--- src/rtl/arb_rr_n_pkg.sv ---
// Shared arbiter definitions: FSM state codes, ID width helper and the
// slave mode encodings carried through slvx_mode.
package arb_pkg;

  typedef logic [0:0] state_t;
  localparam state_t IDLE = 1'b0;
  localparam state_t XFER = 1'b1;

  localparam logic [1:0] MODE_BYPASS = 2'd0;
  localparam logic [1:0] MODE_PROC   = 2'd1;
  localparam logic [1:0] MODE_CFG    = 2'd2;
  localparam logic [1:0] MODE_RSVD   = 2'd3;

  function automatic int id_w(input int n);
    return (n > 1) ? $clog2(n) : 1;
  endfunction

endpackage

--- src/rtl/arb_rr_n_if.sv ---
// Slave-side request bus plus registered output beat of the N-way arbiter.
interface arb_rr_n_if #(
  parameter int NUM_SLV = 4,
  parameter int DW      = 32,
  parameter int MODE_W  = 2,
  parameter int PROC_W  = 8
);
  localparam int ID_W = arb_pkg::id_w(NUM_SLV);

  logic                       mstr_cmplt;
  logic                       fifo_full;
  logic [NUM_SLV*MODE_W-1:0]  slv_mode;
  logic [NUM_SLV-1:0]         slv_data_valid;
  logic [NUM_SLV*PROC_W-1:0]  slv_proc_valid;
  logic [NUM_SLV*DW-1:0]      slv_data;
  logic [NUM_SLV-1:0]         slv_ready;
  logic [MODE_W-1:0]          slvx_mode;
  logic                       slvx_data_valid;
  logic [PROC_W-1:0]          slvx_proc_val;
  logic [DW-1:0]              slvx_data;
  logic [ID_W-1:0]            slvx_id;

  modport master (
    input  mstr_cmplt, fifo_full, slv_mode, slv_data_valid, slv_proc_valid, slv_data,
    output slv_ready, slvx_mode, slvx_data_valid, slvx_proc_val, slvx_data, slvx_id
  );

  modport slave (
    output mstr_cmplt, fifo_full, slv_mode, slv_data_valid, slv_proc_valid, slv_data,
    input  slv_ready, slvx_mode, slvx_data_valid, slvx_proc_val, slvx_data, slvx_id
  );

endinterface

--- src/rtl/arb_rr_n_rr_picker.sv ---
// Combinational rotate-priority picker: first set request at or above base,
// wrapping; base is forced to 0 for fixed (lowest index wins) priority.
module rr_picker #(
  parameter int N  = 4,
  parameter int IW = 2
) (
  input  logic [N-1:0]  req,
  input  logic [IW-1:0] ptr,
  input  logic          fixed,
  output logic [IW-1:0] win,
  output logic          any_req
);
  logic [IW-1:0]  base;
  logic [2*N-1:0] dbl;
  int             off;
  int             sum;

  assign any_req = |req;

  // Doubling the vector turns the wrap-around scan into a plain shift.
  always_comb begin
    base = fixed ? '0 : ptr;
    dbl  = {req, req} >> base;
    off  = 0;
    for (int k = N - 1; k >= 0; k--)
      if (dbl[k]) off = k;
    sum = int'(base) + off;
    if (sum >= N) sum = sum - N;
    win = IW'(sum);
  end

endmodule

--- src/rtl/arb_rr_n.sv ---
// N-slave arbiter with packet-level grant lock, burst limit, FIFO
// backpressure and a one-cycle registered output stage tagged with source ID.
module arb_rr_n import arb_pkg::*; #(
  parameter int NUM_SLV   = 4,
  parameter int DW        = 32,
  parameter int MODE_W    = 2,
  parameter int PROC_W    = 8,
  parameter int MAX_BEATS = 256,
  parameter int ARB_FIXED = 0
) (
  input  logic       clk,
  input  logic       rst,
  arb_rr_n_if.master bus
);
  localparam int ID_W  = id_w(NUM_SLV);
  localparam int CNT_W = $clog2(MAX_BEATS + 1);

  state_t           state;
  logic [ID_W-1:0]  gnt_id;
  logic [ID_W-1:0]  ptr;
  logic [ID_W-1:0]  win;
  logic [CNT_W-1:0] beat_cnt;
  logic             any_req;
  logic             xfer_ok;
  logic             beat;
  logic             rel;

  rr_picker #(.N(NUM_SLV), .IW(ID_W)) u_pick (
    .req     (bus.slv_data_valid),
    .ptr     (ptr),
    .fixed   (ARB_FIXED != 0),
    .win     (win),
    .any_req (any_req)
  );

  // mstr_cmplt suppresses ready so a release cycle never also accepts a beat.
  assign xfer_ok = !rst && (state == XFER) && !bus.fifo_full && !bus.mstr_cmplt;
  assign beat    = xfer_ok && bus.slv_data_valid[gnt_id];
  assign rel     = (state == XFER) &&
                   (bus.mstr_cmplt || (beat && beat_cnt == CNT_W'(MAX_BEATS - 1)));

  always_comb begin
    bus.slv_ready = '0;
    if (xfer_ok) bus.slv_ready[gnt_id] = 1'b1;
  end

  always_ff @(posedge clk) begin
    if (rst) begin
      state               <= IDLE;
      ptr                 <= '0;
      gnt_id              <= '0;
      beat_cnt            <= '0;
      bus.slvx_mode       <= '0;
      bus.slvx_data_valid <= 1'b0;
      bus.slvx_proc_val   <= '0;
      bus.slvx_data       <= '0;
      bus.slvx_id         <= '0;
    end else begin
      if (state == IDLE) begin
        if (any_req) begin
          state         <= XFER;
          gnt_id        <= win;
          beat_cnt      <= '0;
          bus.slvx_mode <= bus.slv_mode[win*MODE_W +: MODE_W];
        end
      end else begin
        if (beat) beat_cnt <= beat_cnt + 1'b1;
        if (rel) begin
          state <= IDLE;
          ptr   <= (gnt_id == ID_W'(NUM_SLV - 1)) ? '0 : gnt_id + 1'b1;
        end
      end

      bus.slvx_data_valid <= beat;
      if (beat) begin
        bus.slvx_data     <= bus.slv_data[gnt_id*DW +: DW];
        bus.slvx_proc_val <= bus.slv_proc_valid[gnt_id*PROC_W +: PROC_W];
        bus.slvx_id       <= gnt_id;
      end
    end
  end

endmodule
--- src/flat_wrapper.sv ---
// flat-port wrapper written by rule: the top's interface ports become plain ports
module arb_rr_n_flat import arb_pkg::*;
#(
  parameter int NUM_SLV   = 4,
  parameter int DW        = 32,
  parameter int MODE_W    = 2,
  parameter int PROC_W    = 8,
  parameter int MAX_BEATS = 256,
  parameter int ARB_FIXED = 0
)
  (clk, rst, bus_mstr_cmplt, bus_fifo_full, bus_slv_mode, bus_slv_data_valid, bus_slv_proc_valid, bus_slv_data, bus_slv_ready, bus_slvx_mode, bus_slvx_data_valid, bus_slvx_proc_val, bus_slvx_data, bus_slvx_id);
  arb_rr_n_if #(.NUM_SLV(NUM_SLV), .DW(DW), .MODE_W(MODE_W), .PROC_W(PROC_W)) bus_i ();
  input  logic clk;
  input  logic rst;
  input wire logic [$bits(bus_i.mstr_cmplt)-1:0] bus_mstr_cmplt;
  input wire logic [$bits(bus_i.fifo_full)-1:0] bus_fifo_full;
  input wire logic [$bits(bus_i.slv_mode)-1:0] bus_slv_mode;
  input wire logic [$bits(bus_i.slv_data_valid)-1:0] bus_slv_data_valid;
  input wire logic [$bits(bus_i.slv_proc_valid)-1:0] bus_slv_proc_valid;
  input wire logic [$bits(bus_i.slv_data)-1:0] bus_slv_data;
  output wire logic [$bits(bus_i.slv_ready)-1:0] bus_slv_ready;
  output wire logic [$bits(bus_i.slvx_mode)-1:0] bus_slvx_mode;
  output wire logic [$bits(bus_i.slvx_data_valid)-1:0] bus_slvx_data_valid;
  output wire logic [$bits(bus_i.slvx_proc_val)-1:0] bus_slvx_proc_val;
  output wire logic [$bits(bus_i.slvx_data)-1:0] bus_slvx_data;
  output wire logic [$bits(bus_i.slvx_id)-1:0] bus_slvx_id;
  assign bus_i.mstr_cmplt = bus_mstr_cmplt;
  assign bus_i.fifo_full = bus_fifo_full;
  assign bus_i.slv_mode = bus_slv_mode;
  assign bus_i.slv_data_valid = bus_slv_data_valid;
  assign bus_i.slv_proc_valid = bus_slv_proc_valid;
  assign bus_i.slv_data = bus_slv_data;
  assign bus_slv_ready = bus_i.slv_ready;
  assign bus_slvx_mode = bus_i.slvx_mode;
  assign bus_slvx_data_valid = bus_i.slvx_data_valid;
  assign bus_slvx_proc_val = bus_i.slvx_proc_val;
  assign bus_slvx_data = bus_i.slvx_data;
  assign bus_slvx_id = bus_i.slvx_id;
  arb_rr_n #(.NUM_SLV(NUM_SLV), .DW(DW), .MODE_W(MODE_W), .PROC_W(PROC_W), .MAX_BEATS(MAX_BEATS), .ARB_FIXED(ARB_FIXED)) u_core (.clk(clk), .rst(rst), .bus(bus_i));
endmodule
--- config.mk ---
export PLATFORM = sky130hd
export DESIGN_NAME = arb_rr_n_flat
export DESIGN_NICKNAME = d
export VERILOG_FILES = /design/src/rtl/arb_rr_n_pkg.sv /design/src/rtl/arb_rr_n_if.sv /design/src/rtl/arb_rr_n_rr_picker.sv /design/src/rtl/arb_rr_n.sv /design/src/flat_wrapper.sv
export SDC_FILE = /design/constraint.sdc
export NUM_CORES = 1
export LEC_CHECK = 0
export CAP_MARGIN = 15
export CORE_UTILIZATION = 30
export CTS_BUF_LIST = sky130_fd_sc_hd__clkbuf_4 sky130_fd_sc_hd__clkbuf_8
export DETAILED_ROUTE_END_ITERATION = 16
export PLACE_DENSITY = 0.73
export SKIP_LAST_GASP = 1
export SYNTH_ARGS = -nofsm -noshare
export SYNTH_HDL_FRONTEND = slang
export SYNTH_SLANG_ARGS = --single-unit
--- constraint.sdc ---
create_clock -name clk -period 2.82 [get_ports clk]
set_input_delay 0.564 -clock clk [delete_from_list [all_inputs] [get_ports clk]]
set_output_delay 0.564 -clock clk [all_outputs]
set_load 0.02 [all_outputs]
==> flow_summary.ini, run 1 <==
[clocking]
clockRootBuffer = clkbuf_8
cts_hold_buf = 0
clock-sinks = 59
cts_tree = built
path_clk_slew_ns = 0.07
cts_buffers = 9
insertion_delay_ns = 0.33
ctsHtreeMaxLevel = 3
clk_path_buf_depth = 2

[sta]
hold_slack_ns = 0.4517
post-route-min-period_ns = 2.536
finalSetupViolCount = 0
slew_viol_final = 0
finalHoldViolCount = 0
timing.final.ws_setup_ns = 0.2845
grt_setup_unrepaired = false
fin_skew_ns = 0.007281
finalCritPeriodShare_pct = 89.91
max_freq_mhz = 394.4
fin_setup_tns_ns = 0
worst_pin_slew_ns = 0.6307
relSlewSlack_pct = 57.95

[layout]
nets = 775
final_cell_mix = clkdlybuf4s50_1, nand2_1, dfxtp_1
n_fill_cell = 1034
final_common_cell = clkdlybuf4s50_1
multi_input_area_sq_um = 2182
antenna_cells = 0
regArea_sq_um = 1186
drive_gt1_share_pct = 14.41
area_growth_pct = 73.21

[setup_path]
max_stage_delay_ns = 0.46
rr_startpoint = u_core.ptr[0]
critPathLaunchType = input port
cpMaxStageDelayCell = clkdlybuf4s50_1
worstPathMaxFanout = 6
cp_data_arrival_time_ns = 1.97
worst_ep_required_time_ns = 2.26
crit_start = bus_mstr_cmplt
setup.worst_path.end_class = primary output
crit_chain = clkdlybuf4s50_1, nor4_4, buf_4, and2_1, dlygate4sd2_1
critPathKind = input port to primary output

[routing]
via_count = 3697
drt-initial-drc-count = 130
dr.pass1.iters = 4
wl_per_cell_microns = 14.75
routed_wl_microns = 10920
vias_per_cell = 4.996
ant_nets = 0
drc = 0

[floorplan]
core-area_sq_um = 11470
io-pin-count = 225
die_y_microns = 110.6
placementRows = 39
dieArea_sq_um = 12220
die_w_microns = 110.6
start_util_pct = 30.83

[pwr]
ir_worst_vdd_mv = 0.1730
leakage_nw = 2.160
p_total_mw = 2.327
cellPowerDensity_nw_per_um2 = 380.0

[global_route]
grt_pass1_wl_microns = 17660
grt_max_degree = 60
grt_overflow = 0
grt_usage_pct = 17.80
grt_pass1_vias = 3796
antenna_found_initial = 0

[placement]
io_buffers = 224
preCtsSetupSlack_ns = -0.01026
place.gp.congestion = 0.7697
place.detailed.hpwl_microns = 8574

[yosys]
syn_inst = 374
yosys_warnings = 0
syn_nets = 557
ys_seq_area_share_pct = 33.40
synth-seq-cells = 59
postSynthAreaPerCell_sq_um = 9.454
yosys.cell_types.count = 41
synth.cell_area_sq_um = 3536

[hold_path]
min_path_type = flip-flop to flip-flop
holdCritStartpoint = u_core.bus.slvx_data[1]

[run]
max-cap-violations = 0

[outcome]
status = completed
## sequential cells by signal, summed over array words and instances, names as in the netlist
signal / cells
u_core.bus.slvx_proc_val: 8
u_core.bus.slvx_mode: 2
u_core.bus.slvx_id: 2
u_core.bus.slvx_data: 32
u_core.state: 1
u_core.beat_cnt: 9
u_core.bus.slvx_data_valid: 1
u_core.ptr: 2
u_core.gnt_id: 2
## path summary, 6_finish.rpt
check / to / slack, ns / depth (start not counted)
setup / recovery: bus_slv_ready[0] / 0.28 / 5
hold / removal: u_core.bus.slvx_data[1] / 0.45 / 2
setup reg to reg: u_core.bus.slvx_mode[1] / 0.60 / 9
hold reg to reg: u_core.bus.slvx_data[1] / 0.45 / 2
## critical path: cells and delay by family
family                 cells  cell delay [ns]
buffers and inverters      3             0.98
and+or+nand+nor            2             0.42
## layer usage
metal	global-route usage [%]	routed length (microns)	share of wire, %	vias to the layer above
met2	34.20	5812	53	154
met1	18.64	4137	38	1753
met3	4.885	831	7.6	11
met4	5.156	135	1.2	0
met5	0	0	0	-
li1	-	-	-	1779
## final cells by class
cell class | instances | area share [%]
timing repair buffer | 238 | 38.55
tap | 143 | 2.921
sequential | 59 | 19.37
clock inverter | 5 | 0.8580
inverter | 5 | 0.3064
multi-input combinational | 279 | 35.63
clock buffer | 11 | 2.370
## kinds of logic after synthesis
| kind of cell | after synthesis | share of synthesized area, % |
|---|---|---|
| compound gates | 70 | 10.83 |
| xor+xnor | 3 | 0.7432 |
| fa+ha+maj | 7 | 2.477 |
| buf+inv | 36 | 4.883 |
| flops | 59 | 33.40 |
| mux | 46 | 27.67 |
| simple gates | 153 | 19.99 |
## synthesized netlist by cell type
cell type  number  area share [%]
inv_1           4            0.42
or3_1           3            0.53
dfxtp_1        59              33
nor4_1          1            0.18
nor2_4          1            0.32
or2_0           1            0.18
o31ai_1         2            0.42
nand2b_1        2            0.35
buf_4           1            0.21
ha_1            7             2.5
nand2_1        92             9.8
clkbuf_1       13             1.4
a21o_1          1            0.21
o21ai_0         6            0.85
mux2i_1         1            0.28
a31oi_1         2            0.35
buf_2          15             2.1
nand3b_1        7             1.5
mux2_2          4             1.3
or4_1           1            0.21
nor4_4          1            0.60
a21oi_1        53             7.5
a21oi_2         1            0.25
or2_2           1            0.18
o21ai_2         1            0.25
a211oi_2        1            0.35
nor2_1         19             2.0
and2_1          5            0.88
nor4b_1         1            0.25
o211ai_1        2            0.42
xnor2_1         2            0.50
nor3b_1         4            0.85
a211oi_1        1            0.21
and3_1          5            0.88
nor3_1          2            0.28
inv_2           1            0.11
xor2_1          1            0.25
nand3_1         6            0.85
mux4_2         41              26
buf_6           2            0.64
nand2_2         1            0.18
## power by group
group	leakage, nW	total (mW)	switching [mW]	internal (mW)
logic	1.58	0.674	0.234	0.440
clock network	0.103	0.778	0.340	0.438
registers	0.478	0.875	0.0204	0.855
## what timing repair did
item,4_1_cts,5_1_grt
pin swaps,0,0
resized for setup,1,3
setup endpoints to repair,1,3
setup buffers,0,0
## per-stage QoR
step	cell area (sq um)	utilization (%)	cells
after detailed placement	5921	51.63	724
after CTS	6117	53.34	740
after floorplan	3536	-	374
after global routing	6125	53.41	740
after global placement	5921	51.63	724
final	6125	53.41	740
No activity file was read; power rests on OpenSTA's default activity.
==> inputs of run 2 (changes only) <==
Settings changed: SKIP_LAST_GASP 1 to unset.
Clock period 2.82 ns to 2.9 ns, I/O delays scaled along.
==> run 2 against run 1 <==
- register-to-register slack better by 0.07 ns
- non-clock buffer count shrank 3
- critical path depth is 1 lower
- worst hold slack about the same
- critical path type unchanged
- critical endpoint unchanged
- largest cell class unchanged
==> flow_summary.ini, run 2 (synthesis gave the netlist of run 1 again) <==
[routing]
ant_nets = 0
vias_per_cell = 4.956
drt-initial-drc-count = 133
wl_per_cell_microns = 15.16
via_count = 3643
dr.pass1.iters = 4
routed_wl_microns = 11150
drc = 0

[hold_path]
min_path_type = flip-flop to flip-flop
min_path_cells = 2
holdPathEnd = u_core.bus.slvx_data[1]
holdCritStartpoint = u_core.bus.slvx_data[1]

[layout]
antenna_cells = 0
largest_register_ffs = 32
final_cell_mix = clkdlybuf4s50_1, nand2_1, dfxtp_1
regArea_sq_um = 1186
final_area_sq_um = 6108
n_fill_cell = 1050
regMostFlops = u_core.bus.slvx_data
area_growth_pct = 72.75
nets = 772
final_common_cell = clkdlybuf4s50_1
drive_gt1_share_pct = 13.68
reg_top3 = u_core.bus.slvx_data x32, u_core.beat_cnt x9, u_core.bus.slvx_proc_val x8
multi_input_area_sq_um = 2182

[sta]
finalCritPeriodShare_pct = 97.05
finalHoldViolCount = 0
grt_setup_unrepaired = false
finalSetupViolCount = 0
relSlewSlack_pct = 56.02
max_freq_mhz = 355.3
fin_skew_ns = 0.007073
hold_slack_ns = 0.4513
post-route-min-period_ns = 2.814
timing.final.ws_setup_ns = 0.08559
slew_viol_final = 0
worst_pin_slew_ns = 0.6536

[placement]
place.gp.congestion = 0.7396
preCtsSetupSlack_ns = -0.01671
placed_area_sq_um = 5916
io_buffers = 224
place.detailed.hpwl_microns = 8748

[global_route]
grt_pass1_vias = 3786
grt_max_degree = 60
grt_usage_pct = 18.39
grt_pass1_wl_microns = 18150
grt_overflow = 0
antenna_found_initial = 0

[setup_path]
crit_start = bus_fifo_full
worstPathMaxFanout = 5
worst_ep_required_time_ns = 2.32
crit_chain = clkdlybuf4s50_1, nor4_4, and2_1, clkdlybuf4s50_1
cp_data_arrival_time_ns = 2.23
max_stage_delay_ns = 0.60
critical-path-top-delay-family = buffers and inverters
crit_buf_inv = 2
cpMaxStageDelayCell = clkdlybuf4s50_1
reg2reg_setup_slack_ns = 0.67
critPathKind = input port to primary output
critPathLaunchType = input port
rr_startpoint = u_core.ptr[0]
crit_path_frequent_cell = clkdlybuf4s50_1
setup.worst_path.end_class = primary output
r2r_end = u_core.bus.slvx_mode[1]
r2r_cells = 9

[pwr]
cellPowerDensity_nw_per_um2 = 367.6
ir_worst_vdd_mv = 0.2387
p_total_mw = 2.245
leakage_nw = 2.090

[clocking]
path_clk_slew_ns = 0.06
cts_resized = 0
clk_path_buf_depth = 2
cts_tree = built
clock-sinks = 59
clockRootBuffer = clkbuf_8
ctsHtreeMaxLevel = 3
cts_buffers = 9
cts_hold_buf = 0
insertion_delay_ns = 0.33

[floorplan]
io-pin-count = 225
dieArea_sq_um = 12220
start_util_pct = 30.83
core-area_sq_um = 11470
die_w_microns = 110.6
die_y_microns = 110.6
placementRows = 39

[outcome]
status = completed

[run]
max-cap-violations = 0
run 2: cell count changes in the layout (fill, tap and decap cells not counted), sizes merged:
cell	previous run	this run
clkinv	3	2
buf	15	12
dlymetal6s2s	3	0
dlygate4sd2	1	0
clkinvlp	1	0
clkdlybuf4s50	219	223
run 2: worst min-delay path, delay by kind of cell, from the launching register on:
kind	cells	cell delay [ns]
compound gates	1	0.05
simple gates	1	0.05
flops	1	0.31
run 2: area by class of cell:
type                       count  area share, %
tap                          143          2.929
sequential                    59          19.42
inverter                       5         0.3073
clock inverter                 3         0.6555
clock buffer                  11          2.376
multi-input combinational    279          35.72
timing repair buffer         235          38.59
run 2: how the worst max path moves through the flow:
stage                                    endpoint  cells past startpoint
final                            bus_slv_ready[0]                      4
after global placement           bus_slv_ready[1]                      4
after floorplan           u_core.bus.slvx_mode[1]                      7
after CTS                        bus_slv_ready[0]                      4
after detailed placement         bus_slv_ready[0]                      4
after global routing             bus_slv_ready[0]                      4
run 2: layer usage:
metal	track usage (%)	wire [microns]
met5	0	0
met4	4.622	77
met3	5.928	837
met2	35.36	5983
met1	18.94	4246
run 2: what timing repair did:
action / 4_1_cts / 5_1_grt
endpoints found under the setup margin: 2 / 4
gates cloned: 0 / 0
pin swaps: 1 / 1
endpoints found under the hold margin: 0 / 0
buffers inserted: 0 / 1
run 2: stage by stage:
stage	utilization [%]	setup TNS, ns	std cells
after floorplan	-	0	374
after global placement	51.59	0	720
after detailed placement	51.59	-0.01794	720
after CTS	53.20	0	734
after global routing	53.27	0	735
final	53.27	0	735
run 2: power by group:
part	switching [mW]	internal, mW
Sequential	0.0191	0.831
Clock	0.318	0.418
Combinational	0.230	0.429
